<file path="config.mk">
export PLATFORM = sky130hd
export DESIGN_NAME = pe_work_counter_flat
export DESIGN_NICKNAME = d
export VERILOG_FILES = /design/src/rtl/pe_work_counter_pkg.sv /design/src/rtl/pe_work_counter_if.sv /design/src/rtl/pe_work_counter_wrap_cnt.sv /design/src/rtl/pe_work_counter.sv /design/src/flat_wrapper.sv
export SDC_FILE = /design/constraint.sdc
export NUM_CORES = 1
export LEC_CHECK = 0
export CAP_MARGIN = 20
export CELL_PAD_IN_SITES_DETAIL_PLACEMENT = 0
export CELL_PAD_IN_SITES_GLOBAL_PLACEMENT = 2
export CORE_MARGIN = 4
export CORE_UTILIZATION = 33
export CTS_CLUSTER_SIZE = 14
export DETAILED_ROUTE_END_ITERATION = 7
export PLACE_DENSITY_LB_ADDON = 0.1
export SETUP_SLACK_MARGIN = 0.3
export SKIP_CTS_REPAIR_TIMING = 1
export SYNTH_ARGS = -nofsm -noshare
export SYNTH_HDL_FRONTEND = slang
export SYNTH_SLANG_ARGS = --single-unit
</file>
<file path="constraint.sdc">
create_clock -name clk -period 5.2 [get_ports clk]
set_input_delay 1.3 -clock clk [delete_from_list [all_inputs] [get_ports clk]]
set_output_delay 1.3 -clock clk [all_outputs]
set_load 0.05 [all_outputs]
</file>
<file path="src/rtl/pe_work_counter_pkg.sv">
// Shared types and helpers for the PE work counter.
// State encoding, lane-width helper and saturating increment.
package pe_cnt_pkg;

  typedef enum logic [1:0] {
    IDLE,
    RUN,
    DONE
  } state_t;

  function automatic int lane_w(input int lanes);
    return $clog2(lanes);
  endfunction

  // Holds at the all-ones value of a w-bit counter.
  function automatic logic [31:0] sat_inc(
    input logic [31:0] v,
    input int          w
  );
    logic [31:0] top;
    top = 32'hFFFF_FFFF >> (32 - w);
    return (v >= top) ? v : v + 32'd1;
  endfunction

endpackage

</file>
<file path="src/rtl/pe_work_counter_if.sv">
// Control/status bundle between PE_control and its work counter.
// stall_cnt exists only when PE_CNT_STALL_EN is defined.
interface pe_work_counter_if #(
  parameter int LANES = 4,
  parameter int S_W   = 4,
  parameter int P_W   = 4,
  parameter int Q_W   = 4,
  parameter int TOT_W = 16
);
  import pe_cnt_pkg::*;
  localparam int LANE_W = lane_w(LANES);

  logic              start;
  logic              en;
  logic              abort;
  logic [S_W-1:0]    cfg_s;
  logic [P_W-1:0]    cfg_p;
  logic [Q_W-1:0]    cfg_q;
  logic              busy;
  logic              done;
  logic              cfg_err;
  logic [LANE_W-1:0] lane_idx;
  logic [S_W-1:0]    s_idx;
  logic [P_W-1:0]    p_idx;
  logic [Q_W-1:0]    q_idx;
  logic [TOT_W-1:0]  total;
`ifdef PE_CNT_STALL_EN
  logic [TOT_W-1:0]  stall_cnt;
`endif

  modport master (
`ifdef PE_CNT_STALL_EN
    input  stall_cnt,
`endif
    output start, en, abort,
    output cfg_s, cfg_p, cfg_q,
    input  busy, done, cfg_err,
    input  lane_idx, s_idx, p_idx, q_idx,
    input  total
  );

  modport slave (
`ifdef PE_CNT_STALL_EN
    output stall_cnt,
`endif
    input  start, en, abort,
    input  cfg_s, cfg_p, cfg_q,
    output busy, done, cfg_err,
    output lane_idx, s_idx, p_idx, q_idx,
    output total
  );

endinterface

</file>
<file path="src/rtl/pe_work_counter_wrap_cnt.sv">
// One loop index: counts to limit, wraps to 0 and carries out.
// Falling-edge state to match PE_control.
module pe_wrap_cnt #(
  parameter int W = 4
) (
  input  logic         clk,
  input  logic         clr,
  input  logic         inc,
  input  logic [W-1:0] limit,
  output logic [W-1:0] idx,
  output logic         at_max,
  output logic         carry
);

  assign at_max = (idx == limit);
  assign carry  = inc & at_max;

  always_ff @(negedge clk) begin
    if (clr)
      idx <= '0;
    else if (inc)
      idx <= at_max ? '0 : idx + 1'b1;
  end

endmodule

</file>
<file path="src/rtl/pe_work_counter.sv">
// PE psum work counter: lane/S/P/Q indices, total, start/done handshake.
// Optional stall counter behind PE_CNT_STALL_EN.
module pe_work_counter
  import pe_cnt_pkg::*;
#(
  parameter int LANES = 4,
  parameter int S_W   = 4,
  parameter int P_W   = 4,
  parameter int Q_W   = 4,
  parameter int TOT_W = 16
) (
  input logic               clk,
  input logic               rst,
  pe_work_counter_if.slave  bus
);

  localparam int LANE_W = lane_w(LANES);
  localparam logic [LANE_W-1:0] LANE_MAX = LANE_W'(LANES - 1);

  state_t           state;
  logic             busy, done, cfg_err;
  logic [S_W-1:0]   s_lim;
  logic [P_W-1:0]   p_lim;
  logic [Q_W-1:0]   q_lim;
  logic [TOT_W-1:0] total;

  logic cfg_ok, accept, reject, count;
  logic last, step, fin, clr;
  logic l_max, s_max, p_max, q_max;
  logic l_cy, s_cy, p_cy, q_cy;

  assign cfg_ok = (|bus.cfg_s) & (|bus.cfg_p) & (|bus.cfg_q);
  assign accept = (state == IDLE) & bus.start & cfg_ok;
  assign reject = (state == IDLE) & bus.start & ~cfg_ok;
  assign count  = (state == RUN) & bus.en & ~bus.abort;
  assign last   = l_max & s_max & p_max & q_max;
  // Final count keeps indices parked at their maxima.
  assign step   = count & ~last;
  assign fin    = (count & last) | q_cy;
  assign clr    = rst | accept;

  pe_wrap_cnt #(.W(LANE_W)) u_lane (
    .clk(clk), .clr(clr), .inc(step), .limit(LANE_MAX),
    .idx(bus.lane_idx), .at_max(l_max), .carry(l_cy)
  );

  pe_wrap_cnt #(.W(S_W)) u_s (
    .clk(clk), .clr(clr), .inc(l_cy), .limit(s_lim),
    .idx(bus.s_idx), .at_max(s_max), .carry(s_cy)
  );

  pe_wrap_cnt #(.W(P_W)) u_p (
    .clk(clk), .clr(clr), .inc(s_cy), .limit(p_lim),
    .idx(bus.p_idx), .at_max(p_max), .carry(p_cy)
  );

  pe_wrap_cnt #(.W(Q_W)) u_q (
    .clk(clk), .clr(clr), .inc(p_cy), .limit(q_lim),
    .idx(bus.q_idx), .at_max(q_max), .carry(q_cy)
  );

`ifdef PE_CNT_STALL_EN
  logic [TOT_W-1:0] stall_cnt;
  assign bus.stall_cnt = stall_cnt;

  always_ff @(negedge clk) begin
    if (rst)
      stall_cnt <= '0;
    else if (accept)
      stall_cnt <= '0;
    else if (state == RUN && !bus.en && !bus.abort)
      stall_cnt <= TOT_W'(sat_inc(32'(stall_cnt), TOT_W));
  end
`endif

  always_ff @(negedge clk) begin
    if (rst) begin
      state   <= IDLE;
      busy    <= 1'b0;
      done    <= 1'b0;
      cfg_err <= 1'b0;
      total   <= '0;
      s_lim   <= '0;
      p_lim   <= '0;
      q_lim   <= '0;
    end else begin
      cfg_err <= reject;
      done    <= 1'b0;
      unique case (state)
        IDLE: begin
          if (accept) begin
            s_lim <= bus.cfg_s - 1'b1;
            p_lim <= bus.cfg_p - 1'b1;
            q_lim <= bus.cfg_q - 1'b1;
            total <= '0;
            busy  <= 1'b1;
            state <= RUN;
          end
        end
        RUN: begin
          if (bus.abort) begin
            busy  <= 1'b0;
            state <= IDLE;
          end else if (bus.en) begin
            total <= TOT_W'(sat_inc(32'(total), TOT_W));
            if (fin) begin
              busy  <= 1'b0;
              done  <= 1'b1;
              state <= DONE;
            end
          end
        end
        DONE: state <= IDLE;
        default: state <= IDLE;
      endcase
    end
  end

  assign bus.busy    = busy;
  assign bus.done    = done;
  assign bus.cfg_err = cfg_err;
  assign bus.total   = total;

endmodule

</file>
<file path="src/flat_wrapper.sv">
// flat-port wrapper written by rule: the top's interface ports become plain ports
module pe_work_counter_flat import pe_cnt_pkg::*;
#(
  parameter int LANES = 4,
  parameter int S_W   = 4,
  parameter int P_W   = 4,
  parameter int Q_W   = 4,
  parameter int TOT_W = 16
)
  (clk, rst, bus_start, bus_en, bus_abort, bus_cfg_s, bus_cfg_p, bus_cfg_q, bus_busy, bus_done, bus_cfg_err, bus_lane_idx, bus_s_idx, bus_p_idx, bus_q_idx, bus_total);
  pe_work_counter_if #(.LANES(LANES), .S_W(S_W), .P_W(P_W), .Q_W(Q_W), .TOT_W(TOT_W)) bus_i ();
  input logic clk;
  input logic rst;
  input wire logic [$bits(bus_i.start)-1:0] bus_start;
  input wire logic [$bits(bus_i.en)-1:0] bus_en;
  input wire logic [$bits(bus_i.abort)-1:0] bus_abort;
  input wire logic [$bits(bus_i.cfg_s)-1:0] bus_cfg_s;
  input wire logic [$bits(bus_i.cfg_p)-1:0] bus_cfg_p;
  input wire logic [$bits(bus_i.cfg_q)-1:0] bus_cfg_q;
  output wire logic [$bits(bus_i.busy)-1:0] bus_busy;
  output wire logic [$bits(bus_i.done)-1:0] bus_done;
  output wire logic [$bits(bus_i.cfg_err)-1:0] bus_cfg_err;
  output wire logic [$bits(bus_i.lane_idx)-1:0] bus_lane_idx;
  output wire logic [$bits(bus_i.s_idx)-1:0] bus_s_idx;
  output wire logic [$bits(bus_i.p_idx)-1:0] bus_p_idx;
  output wire logic [$bits(bus_i.q_idx)-1:0] bus_q_idx;
  output wire logic [$bits(bus_i.total)-1:0] bus_total;
  assign bus_i.start = bus_start;
  assign bus_i.en = bus_en;
  assign bus_i.abort = bus_abort;
  assign bus_i.cfg_s = bus_cfg_s;
  assign bus_i.cfg_p = bus_cfg_p;
  assign bus_i.cfg_q = bus_cfg_q;
  assign bus_busy = bus_i.busy;
  assign bus_done = bus_i.done;
  assign bus_cfg_err = bus_i.cfg_err;
  assign bus_lane_idx = bus_i.lane_idx;
  assign bus_s_idx = bus_i.s_idx;
  assign bus_p_idx = bus_i.p_idx;
  assign bus_q_idx = bus_i.q_idx;
  assign bus_total = bus_i.total;
  pe_work_counter #(.LANES(LANES), .S_W(S_W), .P_W(P_W), .Q_W(Q_W), .TOT_W(TOT_W)) u_core (.clk(clk), .rst(rst), .bus(bus_i));
endmodule
</file>
==> metrics.md <==
| Metric | Value |
|---|---|
| Status | `finished, final reports clean` |
| Routed WL per cell | `14.5 µm` |
| EDFF count, synth | `0` |
| CTS tree | `yes` |
| Fin nets | `448` |
| Peak VDD IR | `0.173 mV` |
| Worst Path Max Fanout | `3` |
| Worst Hold Class | `reg2reg` |
| Num Clock Sinks | `47` |
| CTS buffer count | `5` |
| Synth async-reset ratio | `0` |
| Post-route setup slack | `0.147 ns` |
| # IOs | `50` |
| Die ar. | `0.00891 mm²` |
| Die W | `94.4 µm` |
| Syn nets | `311` |
| Met1 Track Usage GR | `0.208` |
| First-pass GRT wire length | `11,500 µm` |
| Seq/Total Area, Yosys | `0.382` |
| Area of the mapped netlist | `0.00246 mm²` |
| # port buffers | `49` |
| Synth Warn # | `0` |
| Via count | `2,638` |
| Critical Path End Type | `register` |
| Syn Inst Count | `286` |
| Largest net degree at the start of global routing | `23` |
| Vias in the first global route | `2,477` |
| Routed WL | `7550 µm` |
| # rows | `31` |
| Clk pin slew, worst setup/hold paths | `0.03 ns` |
| Area of the multi-input gates | `0.00179 mm²` |
| GRT met2 Usage | `0.242` |
| Register bit total from synthesis | `47` |
| Met3 Track Usage GR | `0.0550` |
| Skew final | `0.0144 ns` |
| Ys flop type | `dfxtp_1` |
| Worst Hold Path EP | `u_core.u_lane.idx[1]$_SDFFE_NP0N_` |
| Clock buffer depth | `2` |
| TritonRoute pass-1 iters | `4` |
| Worst setup SP type | `primary input` |
| Syn_area_per_cell | `8.61 µm²` |
| Post-DP Area | `0.00371 mm²` |
| GR Util All Layers | `0.162` |
| Final Util | `0.613` |
| R2r setup slk | `3.16 ns` |
| Worst-Margin Slew | `0.561 ns` |
| # diodes | `0` |
| Final ANT Viol Nets | `0` |
| Type of the worst setup path | `in2reg` |
| CTS root buf | `clkbuf_8` |
| Initial Util | `0.340` |
| Sequential cell area | `972 µm²` |
| Hold path start | `u_core.u_lane.idx[1]$_SDFFE_NP0N_` |
| FILL cells | `664` |
| RR Endpoint | `u_core.bus.total[14]$_SDFFE_NP0P_` |
| Remaining global-route overflow | `0` |
| Rel. slew slack | `0.621` |
| Final Hold Viols | `0` |
| R2R depth | `6` |
| Routed vias/inst | `5.06` |
| Pwr Density | `209 mW/mm²` |
| RSZ-0062 raised after global routing | `true` |
| Setup Viol. Count Final | `0` |
| Max cap viols | `0` |
| GP Congestion | `0.782` |
| Iteration-0 DRC Markers | `88` |
| Unique masters post-synth | `44` |
| Design area | `0.00444 mm²` |
| Worst EP required | `2.89 ns` |
| Worst Path Arrival | `2.74 ns` |
| Slew Viols, Final | `0` |
| Clk_lat worst skew | `0.37 ns` |
| Leak | `1.84 nW` |
| Number of H-tree levels | `2` |
| Worst hold stages | `2` |
| Area Overhead vs Synth | `80.3%` |
| Die height | `94.4 µm` |
| Most Crowded Layer GR | `met2` |
| Core area | `0.00725 mm²` |
| Share of cells above drive strength 1 | `0.429` |
| Drt drc | `0` |
| Initial antenna violation count | `0` |
| Place WS | `-0.820 ns` |
| Worst R2R Start | `u_core.bus.total[5]$_SDFFE_NP0P_` |
| Dpl hpwl | `5210 µm` |
worst max path at each step:
stage / startpoint / endpoint / depth (start not counted)
detailed placement: bus_cfg_p[1] / u_core.bus.total[15]$_SDFFE_NP0P_ / 8
finish: bus_cfg_p[1] / u_core.bus.total[5]$_SDFFE_NP0P_ / 9
floorplan: bus_cfg_p[1] / u_core.bus.total[13]$_SDFFE_NP0P_ / 8
global placement: bus_cfg_p[1] / u_core.bus.total[5]$_SDFFE_NP0P_ / 8
CTS: bus_cfg_p[1] / u_core.bus.total[15]$_SDFFE_NP0P_ / 8
global route: bus_cfg_p[1] / u_core.bus.total[15]$_SDFFE_NP0P_ / 8
per-layer routing:
metal	wire (µm)	part of all wire	vias up
met2	3600	0.48	71
li1	-	-	1316
met4	79	0.010	0
met5	0	0	-
met3	400	0.053	10
met1	3470	0.46	1241
critical path: stages:
cell and delay, ns:
buf_12 0.09, inv_12 0.03, ha_4 0.14, nor3b_4 0.15
a221o_1 0.33, buf_6 0.15, nor3_2 0.20, o211a_1 0.18
mux2i_1 0.16
Yosys cell counts (8+ instances only):
cell type / number / share of area
nand2b_1: 12 / 0.030
nor2_1: 25 / 0.038
o21ai_0: 13 / 0.026
xnor2_1: 19 / 0.068
nand3_1: 16 / 0.033
inv_1: 15 / 0.023
mux2i_1: 11 / 0.045
a211oi_1: 18 / 0.055
nor3_1: 9 / 0.018
dfxtp_1: 47 / 0.38
nand4_1: 12 / 0.030
a21oi_1: 9 / 0.018
nand2_1: 20 / 0.030
ha_1: 8 / 0.041
final cells by class:
| cell class | count | area share |
|---|---|---|
| Multi-Input combinational cell | 214 | 0.402 |
| Timing Repair Buffer | 94 | 0.279 |
| Sequential cell | 47 | 0.219 |
| Clock inverter | 48 | 0.0406 |
| Tap cell | 99 | 0.0279 |
| Inverter | 14 | 0.0158 |
| Clock buffer | 5 | 0.0155 |
where the power goes:
part	total, mW	internal [mW]	switching, mW
clock network	0.347	0.135	0.212
logic	0.195	0.0959	0.0987
registers	0.387	0.374	0.0127
total	0.929	0.606	0.323
layout by cell type (no fill, tap or decap), types with 13 or more instances in the layout:
master | Yosys | layout
dfxtp_1 | 47 | 22
buf_4 | 0 | 32
nand3_1 | 16 | 15
buf_12 | 0 | 32
xnor2_1 | 19 | 18
nand2_1 | 20 | 18
buf_6 | 0 | 14
inv_1 | 15 | 56
a211oi_2 | 0 | 13
dfxtp_2 | 0 | 25
per-stage QoR:
step                std cells  total power, mW  hold slack, ns  TNS, ns
floorplan                 286            0.533           0.488  -0.0990
global placement          453            0.587           0.480   -29.29
detailed placement        453            0.588           0.497   -30.58
CTS                       505            0.896           0.502   -13.20
global route              521             1.01           0.521        0
finish                    521            0.929           0.495        0
registers in the layout (all words and copies together), names as in the netlist:
register,cells
u_core.p_lim,4
u_core.state,2
u_core.s_lim,4
u_core.u_lane.idx,2
u_core.bus.cfg_err,1
u_core.bus.total,16
u_core.u_q.idx,4
u_core.u_s.idx,4
u_core.bus.busy,1
u_core.q_lim,4
u_core.u_p.idx,4
u_core.bus.done,1
logic make-up after synthesis:
family	Yosys count	synth area share
mux	11	0.0447
fa+ha+maj	8	0.0406
buf+inv	25	0.0406
xor+xnor	20	0.0711
simple gates	114	0.247
flops	47	0.382
compound gates	61	0.174
No activity file was read; power rests on OpenSTA's default activity.
